`config.mk`:
```
export PLATFORM = sky130hd
export DESIGN_NAME = control_car
export DESIGN_NICKNAME = d
export VERILOG_FILES = /design/src/rtl/car_pkg.sv /design/src/rtl/blink_gen.sv /design/src/rtl/control_car.sv
export SDC_FILE = /design/constraint.sdc
export NUM_CORES = 1
export LEC_CHECK = 0
export ABC_CLOCK_PERIOD_IN_PS = 1250
export BUFFER_PORTS_ARGS = -buffer_cell sky130_fd_sc_hd__buf_2
export CORE_AREA = 2 2 39 41
export CTS_CLUSTER_SIZE = 8
export DETAILED_ROUTE_END_ITERATION = 16
export DIE_AREA = 0 0 41 43
export PLACE_DENSITY = 0.6
export REMOVE_ABC_BUFFERS = 1
export SLEW_MARGIN = 20
export SYNTH_ARGS = -nofsm -noshare
export SYNTH_HDL_FRONTEND = slang
export SYNTH_SLANG_ARGS = --single-unit
```
`constraint.sdc`:
```
create_clock -name clk -period 1.25 [get_ports clk]
set_clock_uncertainty 0.15 [all_clocks]
set_input_delay 0.125 -clock clk [delete_from_list [all_inputs] [get_ports clk]]
set_output_delay 0.125 -clock clk [all_outputs]
set_load 0.01 [all_outputs]
```
`src/rtl/car_pkg.sv`:
```
// Shared speed/steering encodings and the speed-step rule for the robot car drive controller.
package car_pkg;

  typedef enum logic [2:0] {
    STOP = 3'd0,
    SLOW = 3'd1,
    MED  = 3'd2,
    HIGH = 3'd3,
    REV  = 3'd4
  } speed_t;

  typedef enum logic [1:0] {
    STRAIGHT = 2'd0,
    RIGHT    = 2'd1,
    LEFT     = 2'd2
  } steer_t;

  // Brake outranks accelerator; a brake held at standstill engages reverse.
  function automatic speed_t next_speed(speed_t cur, logic brake, logic acc);
    speed_t nxt;
    nxt = cur;
    if (brake) begin
      case (cur)
        HIGH:    nxt = MED;
        MED:     nxt = SLOW;
        SLOW:    nxt = STOP;
        STOP:    nxt = REV;
        default: nxt = STOP;
      endcase
    end else if (acc) begin
      case (cur)
        STOP:    nxt = SLOW;
        SLOW:    nxt = MED;
        MED:     nxt = HIGH;
        HIGH:    nxt = HIGH;
        REV:     nxt = REV;
        default: nxt = STOP;
      endcase
    end
    return nxt;
  endfunction

endpackage

```
`src/rtl/blink_gen.sv`:
```
// Turn-indicator blink phase: BLINK_HALF cycles per phase, restartable so a new turn begins lamp-on.
module blink_gen #(
  parameter int unsigned BLINK_HALF = 4
) (
  input  logic clk,
  input  logic clr,
  input  logic restart,
  output logic phase
);

  localparam int unsigned CW = (BLINK_HALF > 1) ? $clog2(BLINK_HALF) : 1;
  localparam logic [CW-1:0] LAST = CW'(BLINK_HALF - 1);

  logic [CW-1:0] cnt;

  always_ff @(posedge clk) begin
    if (!clr || restart) begin
      cnt   <= '0;
      phase <= 1'b0;
    end else if (cnt == LAST) begin
      cnt   <= '0;
      phase <= ~phase;
    end else begin
      cnt <= cnt + CW'(1);
    end
  end

endmodule

```
`src/rtl/control_car.sv`:
```
// Drive controller: speed FSM, steering register, engine/tail-light flags and blinking indicators.
module control_car
  import car_pkg::*;
#(
  parameter int unsigned BLINK_HALF = 4
) (
  input  logic       clk,
  input  logic       clr,
  input  logic       key,
  input  logic       brake,
  input  logic       acc,
  input  logic [1:0] s,
  output logic       E,
  output logic       TL,
  output logic       RH,
  output logic       LH,
  output logic [2:0] M1,
  output logic [1:0] M2
);

  speed_t state, state_n;
  steer_t steer, steer_n;
  logic   key_v, brake_v, acc_v;
  logic   restart, phase;

  // Undriven (X/Z) commands behave as released.
  always_comb begin
    key_v   = (key === 1'b1);
    brake_v = (brake === 1'b1);
    acc_v   = (acc === 1'b1);
    steer_n = STRAIGHT;
    if (key_v && s == 2'd1) steer_n = RIGHT;
    if (key_v && s == 2'd2) steer_n = LEFT;
    state_n = key_v ? next_speed(state, brake_v, acc_v) : STOP;
    restart = (steer_n != steer);
  end

  always_ff @(posedge clk) begin
    if (!clr) begin
      state <= STOP;
      steer <= STRAIGHT;
      E     <= 1'b0;
      TL    <= 1'b0;
    end else begin
      state <= state_n;
      steer <= steer_n;
      E     <= key_v;
      TL    <= key_v && (brake_v || state_n == REV);
    end
  end

  blink_gen #(
    .BLINK_HALF(BLINK_HALF)
  ) u_blink (
    .clk    (clk),
    .clr    (clr),
    .restart(restart),
    .phase  (phase)
  );

  // Indicators gate registered steering with the registered phase (phase 0 = lamp on).
  assign M1 = state;
  assign M2 = steer;
  assign RH = E && (steer == RIGHT) && !phase;
  assign LH = E && (steer == LEFT) && !phase;

endmodule

```
# Word-level counts from Yosys, hierarchy flattened
# Cells that the tools add are included.
dict set report totals {
  ff_bits 10
  in_bits 7
  out_inout_bits 9
  wordCells 43
}
dict set report op_classes {
  addsub 1
  eq_ne 14
  mux 7
  bitwise_logic 1
  reduce_logical 14
}
# cell n
set ops {}
lappend ops {{$pmux 3 s4} 1}
lappend ops {{$mux 3} 3}
lappend ops {{$pmux 3 s3} 1}
lappend ops {{$logic_and 1x1->1} 7}
lappend ops {{$eq 2x2->1 const B} 3}
lappend ops {{$eq 3x2->1 const B} 2}
lappend ops {{$eq 3x3->1 const B} 2}
lappend ops {{$eq 2x1->1 const B} 2}
lappend ops {{$reduce_or 2->1} 2}
lappend ops {{$eq 3x1->1 const B} 1}
lappend ops {{$eqx 1x1->1 const B} 3}
lappend ops {{$logic_not 3->1} 1}
lappend ops {{$add 2x1->2 const B} 1}
lappend ops {{$logic_not 1->1} 2}
lappend ops {{$logic_or 1x1->1} 2}
lappend ops {{$mux 2} 1}
lappend ops {{$ne 2x2->1} 1}
lappend ops {{$mux 1} 1}
lappend ops {{$not 1->1} 1}

# Longest topological paths before layout
# Gate-level depths: netlist (run 1).
dict set report depth {
  depth_word 9
  ltp_mapped 4
  depth_no_buf 4
}

# Hierarchy
# From an unflattened synthesis (run 1), not the netlist that was laid out.
dict set report unflattened {
  cells_unflattened 49
  hier_area_um2 445.4
}
# module instances cells_per_inst area_each_um2 seq_area_each_um2
set by_module_without_submodules {}
lappend by_module_without_submodules {control_car 1 40 329.1 140.1}
lappend by_module_without_submodules {blink_gen 1 9 116.4 60.1}

# Worst setup path after synthesis (run 1)
# OpenSTA, ideal clock, no wires.
dict set report synth_path {
  path_type {register to register}
  start {register steer[0], in the netlist M2[0]}
  end {register u_blink.cnt[0]}
  setup_ns 0.126
  t_arrival_ns 0.936
  required_time_ns 0.974
  setup_slack_ns 0.037
  path_stages_with_launch 4
  n_path_buf 0
  synth_period_minus_slack_ns 1.213
  cell_sequence {dfxtp_1 -> and4bb_1 -> o2111ai_1 -> a21oi_1}
}
dict set report synth_via {
  elab_chain_cells 3
}
# element line
set synth_rtl {}
lappend synth_rtl {{from (decl)} control_car.sv:22} ;# steer_t steer, steer_n;
lappend synth_rtl {{from (signal assigned)} control_car.sv:46} ;# steer <= steer_n;
lappend synth_rtl {{$ne 2x2->1} control_car.sv:35} ;# restart = (steer_n != steer);
lappend synth_rtl {{$logic_or 1x1->1} blink_gen.sv:17} ;# if (!clr || restart) begin
lappend synth_rtl {{$reduce_or 2->1 (no line)} -}
lappend synth_rtl {{to (signal assigned)} blink_gen.sv:24} ;# cnt <= cnt + CW'(1);
lappend synth_rtl {{to (decl)} blink_gen.sv:14} ;# logic [CW-1:0] cnt;
# Every way passes these cells.
# A chain may end at the register's enable or synchronous reset.

# Worst setup path in the final report (run 1)
dict set report layout_path {
  start {register steer[0], in the netlist M2[0]}
  end {output LH}
}
dict set report layout_via {
  elab_chain_cells 3
}
# element line
set layout_rtl {}
lappend layout_rtl {{$eq 2x2->1} control_car.sv:65} ;# assign LH = E && (steer == LEFT) && !phase;
lappend layout_rtl {{$logic_and 1x1->1 (2 in a row)} control_car.sv:65}
lappend layout_rtl {{to (decl)} control_car.sv:16} ;# output logic LH,
# Every way passes these cells.

==> run_results.csv, run 1 <==
group,metric,value,unit
status,outcome,"finished with violations",
status,violations,"setup timing",
power_and_ir_drop,p_seq_share,54.0,%
synthesis,synth_xor_area_share,5.600,%
global_route,grt_pass1_wl,1462,µm
clocking,cts_sinks,10,
route,drc,0,
synthesis,ys_seq_area_share,42.67,%
hold_path,min_path_type,"input pin to flop",
global_route,antenna_found_initial,0,
clocking,clk_pin_slew,0.06,ns
clocking,clock_latency,0.25,ns
power_and_ir_drop,vdd_ir_drop_max,0.4280,mV
worst_setup_path,crit_end,"LH",
placement,place_hpwl,672.1,µm
route,drt_iter0_drc,5,
sta,period_needed,1.289,ns
sta,finalHoldViolations,0,
power_and_ir_drop,p_leak,0.0003016,µW
cells_and_area,final_common_cell,"buf_2",
cells_and_area,utilization,46.93,%
sta,fin_crit_sh,103.1,%
synthesis,synth_top_family_by_area,"simple AND/OR/NAND/NOR gates",
worst_setup_path,critPathArrivalTime,1.01,ns
synthesis,yosys.area_share.adder,2.667,%
die,io_pins,16,
clocking,cts_max_level,1,
global_route,track_usage,12.53,%
cells_and_area,final_cell_mix,"buf_2, dfxtp_1, nor2_1, a21oi_1",
power_and_ir_drop,pwr_density_cell,991.8,mW/mm²
sta,worst_slew_pin_slew,0.2608,ns
placement,portBuffers,15,
route,via_per_inst,4.811,
route,final_antenna_net_count,0,
sta,slew_viol_final,0,
global_route,gr-total-overflow,0,
worst_setup_path,reg2reg_depth,3,
clocking,clk_path_buf_depth,2,
cells_and_area,areaGrowthSynthToFinish,38.40,%
clocking,cts-root-buf,"clkbuf_4",
synthesis,ys.warnings.count,0,
sta,slew_headroom,82.57,%
global_route,grt_pass1_vias,375,
die,fp.dieW,41,µm
power_and_ir_drop,switching_power,152.2,µW
global_route,grt_max_degree,8,
synthesis,synth_mux_area_share,0,%
worst_setup_path,r2r_start,"M2[0]",
synthesis,syn_avg_cell_area,9.200,µm²
worst_setup_path,startpoint_type,"flop",
worst_setup_path,r2r_end,"u_blink.cnt[0]",
placement,routabilityCongestion,0.7089,
cells_and_area,layout.nets,84,
worst_setup_path,crit_type,"flop to output pin",
die,core-area,0.001384,mm²
worst_setup_path,endpoint_kind,"output pin",
power_and_ir_drop,p_total,644.1,µW
sta,setup_viol,2,
sta,setup_ws,-0.03876,ns
worst_setup_path,crit_required,0.98,ns
clocking,cts_tree,"built",
power_and_ir_drop,internal_power,491.8,µW
synthesis,syn_inst,51,
cells_and_area,antenna_cells,0,
placement,post-place-ws,0.01731,ns
die,rows,14,
worst_setup_path,crit_fanout,6,
synthesis,synth_seq_cells,10,
worst_setup_path,crit_start,"M2[0]",
route,routedWlPerCell,11.09,µm
clocking,cts_buffers,3,
run,maxCapViolCount,0,
route,vias,433,
synthesis,synth_compound_area_share,20.27,%
route,dr.pass1.iters,4,
power_and_ir_drop,pwr-share-clk,31.4,%
die,design.die.area,0.001763,mm²
synthesis,synth_area,469.2,µm²
synthesis,yosys.area_share.simple,25.60,%
sta,rsz0062_at_grt,"true",
die,die_h,43,µm
power_and_ir_drop,pwr-share-comb,14.6,%
power_and_ir_drop,swShare,23.64,%
die,start_util,33.91,%
cells_and_area,drive_above_1_share,37.84,%
worst_setup_path,r2r_slack,0.08,ns
sta,max_freq,0.7759,GHz
route,wl,998,µm
synthesis,ys_types,19,
[sequential cells by signal (all words and copies together), names as in the netlist]
name	cells
TL	1
E	1
M1	3
M2	2
u_blink.cnt	2
u_blink.phase	1
[cell usage after synthesis]
library cell | instances | area, µm²
a22oi_1 | 2 | 15.01
nor3_1 | 1 | 5.000
dfxtp_1 | 10 | 200.2
ha_1 | 1 | 12.51
o21ai_1 | 1 | 5.000
nor2b_1 | 4 | 25.02
inv_1 | 4 | 15.01
nor3b_1 | 2 | 15.01
and4bb_1 | 2 | 25.02
a21oi_1 | 5 | 25.02
nand2_1 | 3 | 11.26
xnor2_1 | 1 | 8.760
o2111ai_1 | 2 | 17.52
a2111oi_2 | 1 | 15.01
xor2_1 | 2 | 17.52
nor2_1 | 5 | 18.77
nor4bb_1 | 2 | 20.02
o21ai_0 | 2 | 10.01
a21boi_1 | 1 | 7.510
[stage by stage]
stage | TNS [ns] | instances | area, µm² | hold slack [ns]
finish | -0.05681 | 90 | 649.4 | 0.01297
global route | -0.2209 | 90 | 649.4 | 0.005740
CTS | -0.05437 | 90 | 636.9 | 0.004361
detailed placement | 0 | 83 | 571.8 | 0.2091
global placement | 0 | 83 | 571.8 | 0.2063
floorplan | 0 | 51 | 469.2 | 0.05080
[critical path, cell delays in order, from the launching register on]
cell	delay (ns)
dfxtp_4	0.36
nor4bb_1	0.24
buf_2	0.17
[power groups by stage]
stage               clock (µW)  sequential (µW)  combinational, µW
finish                     202              348               94.0
CTS                        214              348               92.2
detailed placement           0              354               83.7
global placement             0              354               83.7
global route               231              350                105
floorplan                    0              356               46.0
[worst min path at each step]
stage	startpoint	endpoint	slack, ns	depth (start not counted)
6_report	brake	M1[0]	0.01	2
5_1_grt	s[1]	M2[1]	0.006	2
4_1_cts	key	u_blink.phase	0.004	3
3_5_place_dp	s[1]	M2[0]	0.21	2
3_3_place_gp	s[0]	M2[1]	0.21	2
2_1_floorplan	s[1]	M2[0]	0.05	1
[area by class of cell]
type,count,area [µm²]
Fill cell,143,734.5
Multi-Input combinational cell,37,262.8
Sequential cell,10,209.0
Timing Repair Buffer,20,120.1
Clock buffer,3,22.52
Tap cell,16,20.02
Inverter,4,15.01
[cells by family (layout without fill, tap and decap cells)]
logic type      Yosys count  after routing
simple gates             19             19
fa+ha+maj                 1              1
compound gates           14             14
xor+xnor                  3              3
buf+inv                   4             27
flops                    10             10
[timing repair]
action                                  CTS  global route
setup buffers                             1             0
hold buffers                              3             0
gates resized for setup                   4             4
pin swaps                                 2             1
hold endpoints to repair                  3             0
endpoints found under the setup margin    2             5
[metal layers]
metal	vias up	track usage [%]	share of wire, %
met2	15	18.13	44
met1	184	14.75	47
li1	232	-	-
met4	0	10.00	0.60
met3	2	3.141	7.9
met5	-	0	0
Power figures use the tool's default switching activity.
==> run 2, diff against run 1 <==
--- a/config.mk
+++ b/config.mk
@@ -11,9 +11,10 @@
 export CTS_CLUSTER_SIZE = 8
 export DETAILED_ROUTE_END_ITERATION = 16
 export DIE_AREA = 0 0 41 43
-export PLACE_DENSITY = 0.6
+export PLACE_DENSITY = 0.59
 export REMOVE_ABC_BUFFERS = 1
 export SLEW_MARGIN = 20
 export SYNTH_ARGS = -nofsm -noshare
 export SYNTH_HDL_FRONTEND = slang
+export SYNTH_HIERARCHICAL = 1
 export SYNTH_SLANG_ARGS = --single-unit
==> run 2 against run 1 <==
Net effect: critical path type unchanged; sequential cell count unchanged; power rose by 13%; the run still ends with setup timing left; clock power grew 40%; worst hold slack improved by 0.00098 ns.
==> run_results.csv, run 2 <==
group,metric,value,unit
synthesis,synth_edf_count,0,
clocking,clk_path_buf_depth,2,
synthesis,ys_seq_area_share,44.94,%
route,drt_iter0_drc,5,
route,via_per_inst,4.867,
synthesis,yosys-top-cells-count,"dfxtp_1, a21oi_1, nor2_1, nand2b_1, inv_1",
sta,finalHoldViolations,0,
cells_and_area,final_cell_mix,"buf_2, dfxtp_1, a21oi_1, nor2_1",
hold_path,worstHoldStart,"s[1]",
power_and_ir_drop,p_leak,0.0002994,µW
synthesis,ys.warnings.count,6,
status,outcome,"finished with violations",
power_and_ir_drop,p_seq_share,47.5,%
worst_setup_path,r2r_start,"M2[0]",
synthesis,ys_types,22,
global_route,use_met2,14.69,%
cells_and_area,largest_register_ffs,3,
die,fp.dieW,41,µm
worst_setup_path,critPathArrivalTime,1.05,ns
sta,fin_crit_sh,105.7,%
cells_and_area,final_common_cell,"buf_2",
run,maxCapViolCount,0,
sta,period_needed,1.322,ns
cells_and_area,antenna_cells,0,
power_and_ir_drop,switching_power,164.7,µW
hold_path,min_path_type,"input pin to flop",
route,vias,438,
synthesis,async_reset_ff_share,0,%
global_route,grt_max_degree,9,
die,rows,14,
clocking,cts-root-buf,"clkbuf_4",
clocking,cts_max_level,1,
worst_setup_path,crit_family,"flip-flops",
power_and_ir_drop,pwr-share-comb,13.7,%
synthesis,synth_area,445.4,µm²
global_route,gr-total-overflow,0,
cells_and_area,regArea,206.4,µm²
global_route,antenna_found_initial,0,
sta,holdWs,0.01395,ns
synthesis,syn_avg_cell_area,9.090,µm²
global_route,grt_most_used_layer,"met1",
worst_setup_path,cp_cell_sequence,"nand2b_4, nor3b_2, buf_2",
synthesis,synth.most_common_cell,"dfxtp_1",
power_and_ir_drop,vdd_ir_drop_max,0.5092,mV
clocking,cts_sinks,10,
sta,slew_headroom,83.29,%
worst_setup_path,startpoint_type,"flop",
power_and_ir_drop,p_total,729.1,µW
global_route,use_met1,15.21,%
worst_setup_path,cpMaxStageDelayCell,"dfxtp_4",
worst_setup_path,crit_fanout,4,
worst_setup_path,crit_required,0.98,ns
power_and_ir_drop,swShare,22.58,%
worst_setup_path,reg2reg_depth,5,
die,design.die.area,0.001763,mm²
worst_setup_path,r2r_slack,0.02,ns
clocking,cts_tree,"built",
cells_and_area,layout.nets,83,
placement,place_hpwl,665.8,µm
placement,routabilityCongestion,0.6956,
clocking,cts_buffers,3,
synthesis,synth_top_area_share,44.94,%
sta,rsz0062_at_grt,"true",
sta,fin_tns_setup,-0.1150,ns
die,core-area,0.001384,mm²
synthesis,ys_top_cells_by_area,"dfxtp_1, a21oi_1, nand2b_1",
synthesis,syn_inst,49,
route,wl,909,µm
route,final_antenna_net_count,0,
sta,worst_slew_pin_slew,0.2502,ns
route,routedWlPerCell,10.10,µm
worst_setup_path,critPathBufInv,1,
worst_setup_path,endpoint_kind,"output pin",
synthesis,synth_seq_cells,10,
clocking,clock_latency,0.26,ns
power_and_ir_drop,pwr_density_cell,1087,mW/mm²
die,start_util,32.19,%
sta,max_freq,0.7566,GHz
route,dr.pass1.iters,4,
sta,setup_viol,2,
global_route,grt_use_met3,3.141,%
clocking,clk_pin_slew,0.06,ns
power_and_ir_drop,pwr-share-clk,38.8,%
route,drc,0,
worst_setup_path,crit_start,"M2[1]",
sta,slew_viol_final,0,
global_route,grt_pass1_vias,331,
cells_and_area,drive_above_1_share,44.59,%
worst_setup_path,r2r_end,"u_blink/cnt[1]",
cells_and_area,n_fill_cell,141,
cells_and_area,multi_input_area,269.0,µm²
sta,setup_ws,-0.07175,ns
global_route,grt_pass1_wl,1338,µm
status,violations,"setup timing",
cells_and_area,areaGrowthSynthToFinish,50.56,%
die,die_h,43,µm
hold_path,holdPathStages,3,
synthesis,synthFlopType,"dfxtp_1",
worst_setup_path,crit_type,"flop to output pin",
global_route,track_usage,11.87,%
hold_path,hold_end,"M2[1]",
placement,portBuffers,15,
synthesis,yosysTopAreaCell,"dfxtp_1",
cells_and_area,utilization,48.46,%
die,io_pins,16,
power_and_ir_drop,internal_power,564.4,µW
worst_setup_path,critPathMaxStageDelay,0.36,ns
==> run 2: cells by family after synthesis <==
group | synth area share [%]
adder cells (fa/ha/maj) | 2.809
flip-flops | 44.94
buffers and inverters | 2.528
AND/OR/NAND/NOR | 31.74
AO/OA/AOI/OAI | 14.05
XOR/XNOR | 3.933
==> run 2: worst max path at each step <==
| stage | end | depth (start not counted) |
|---|---|---|
| 3_5_place_dp | u_blink/cnt[1] | 6 |
| 6_report | RH | 3 |
| 2_1_floorplan | u_blink/cnt[1] | 5 |
| 5_1_grt | LH | 3 |
| 4_1_cts | RH | 3 |
| 3_3_place_gp | u_blink/cnt[1] | 6 |
==> run 2: power groups by stage <==
stage	sequential [µW]	combinational, µW	clock (µW)
after floorplan	355	47.3	0
after global placement	353	84.3	0
after detailed placement	353	86.7	0
after CTS	345	97.5	298
after global routing	349	110	316
final	346	99.9	283
==> run 2: final cells by class <==
| type | count | share of cell area, % |
|---|---|---|
| Clock buffer | 4 | 5.410 |
| Inverter | 3 | 1.679 |
| Multi-Input combinational cell | 36 | 40.11 |
| Sequential cell | 10 | 30.78 |
| Tap cell | 16 | 2.985 |
| Timing Repair Buffer | 21 | 19.03 |
==> run 2: layer usage <==
layer / up-vias / share of wire, %
li1: 224 / -
met1: 196 / 45
met2: 16 / 45
met3: 2 / 8.3
met4: 0 / 1.5
met5: - / 0
==> run 2: repair_timing <==
action | 4_1_cts | 5_1_grt
hold buffers | 3 | 0
gates resized for setup | 7 | 3
endpoints found under the hold margin | 4 | 0
endpoints found under the setup margin | 2 | 7
buffers inserted | 1 | 0
pin swaps | 2 | 0
==> run 2: stage by stage <==
step	std cells	worst slack, ns	instance area, µm²
3_3_place_gp	82	0.01468	555.5
3_5_place_dp	82	0.01793	555.5
2_1_floorplan	49	0.03173	445.4
5_1_grt	90	-0.1215	670.6
4_1_cts	90	-0.07749	659.4
6_report	90	-0.07175	670.6
==> run 2: tightest hold or removal path, cell delays in order <==
cell and delay (ns):
buf_2 0.12, nand2b_1 0.10, nor2_1 0.05
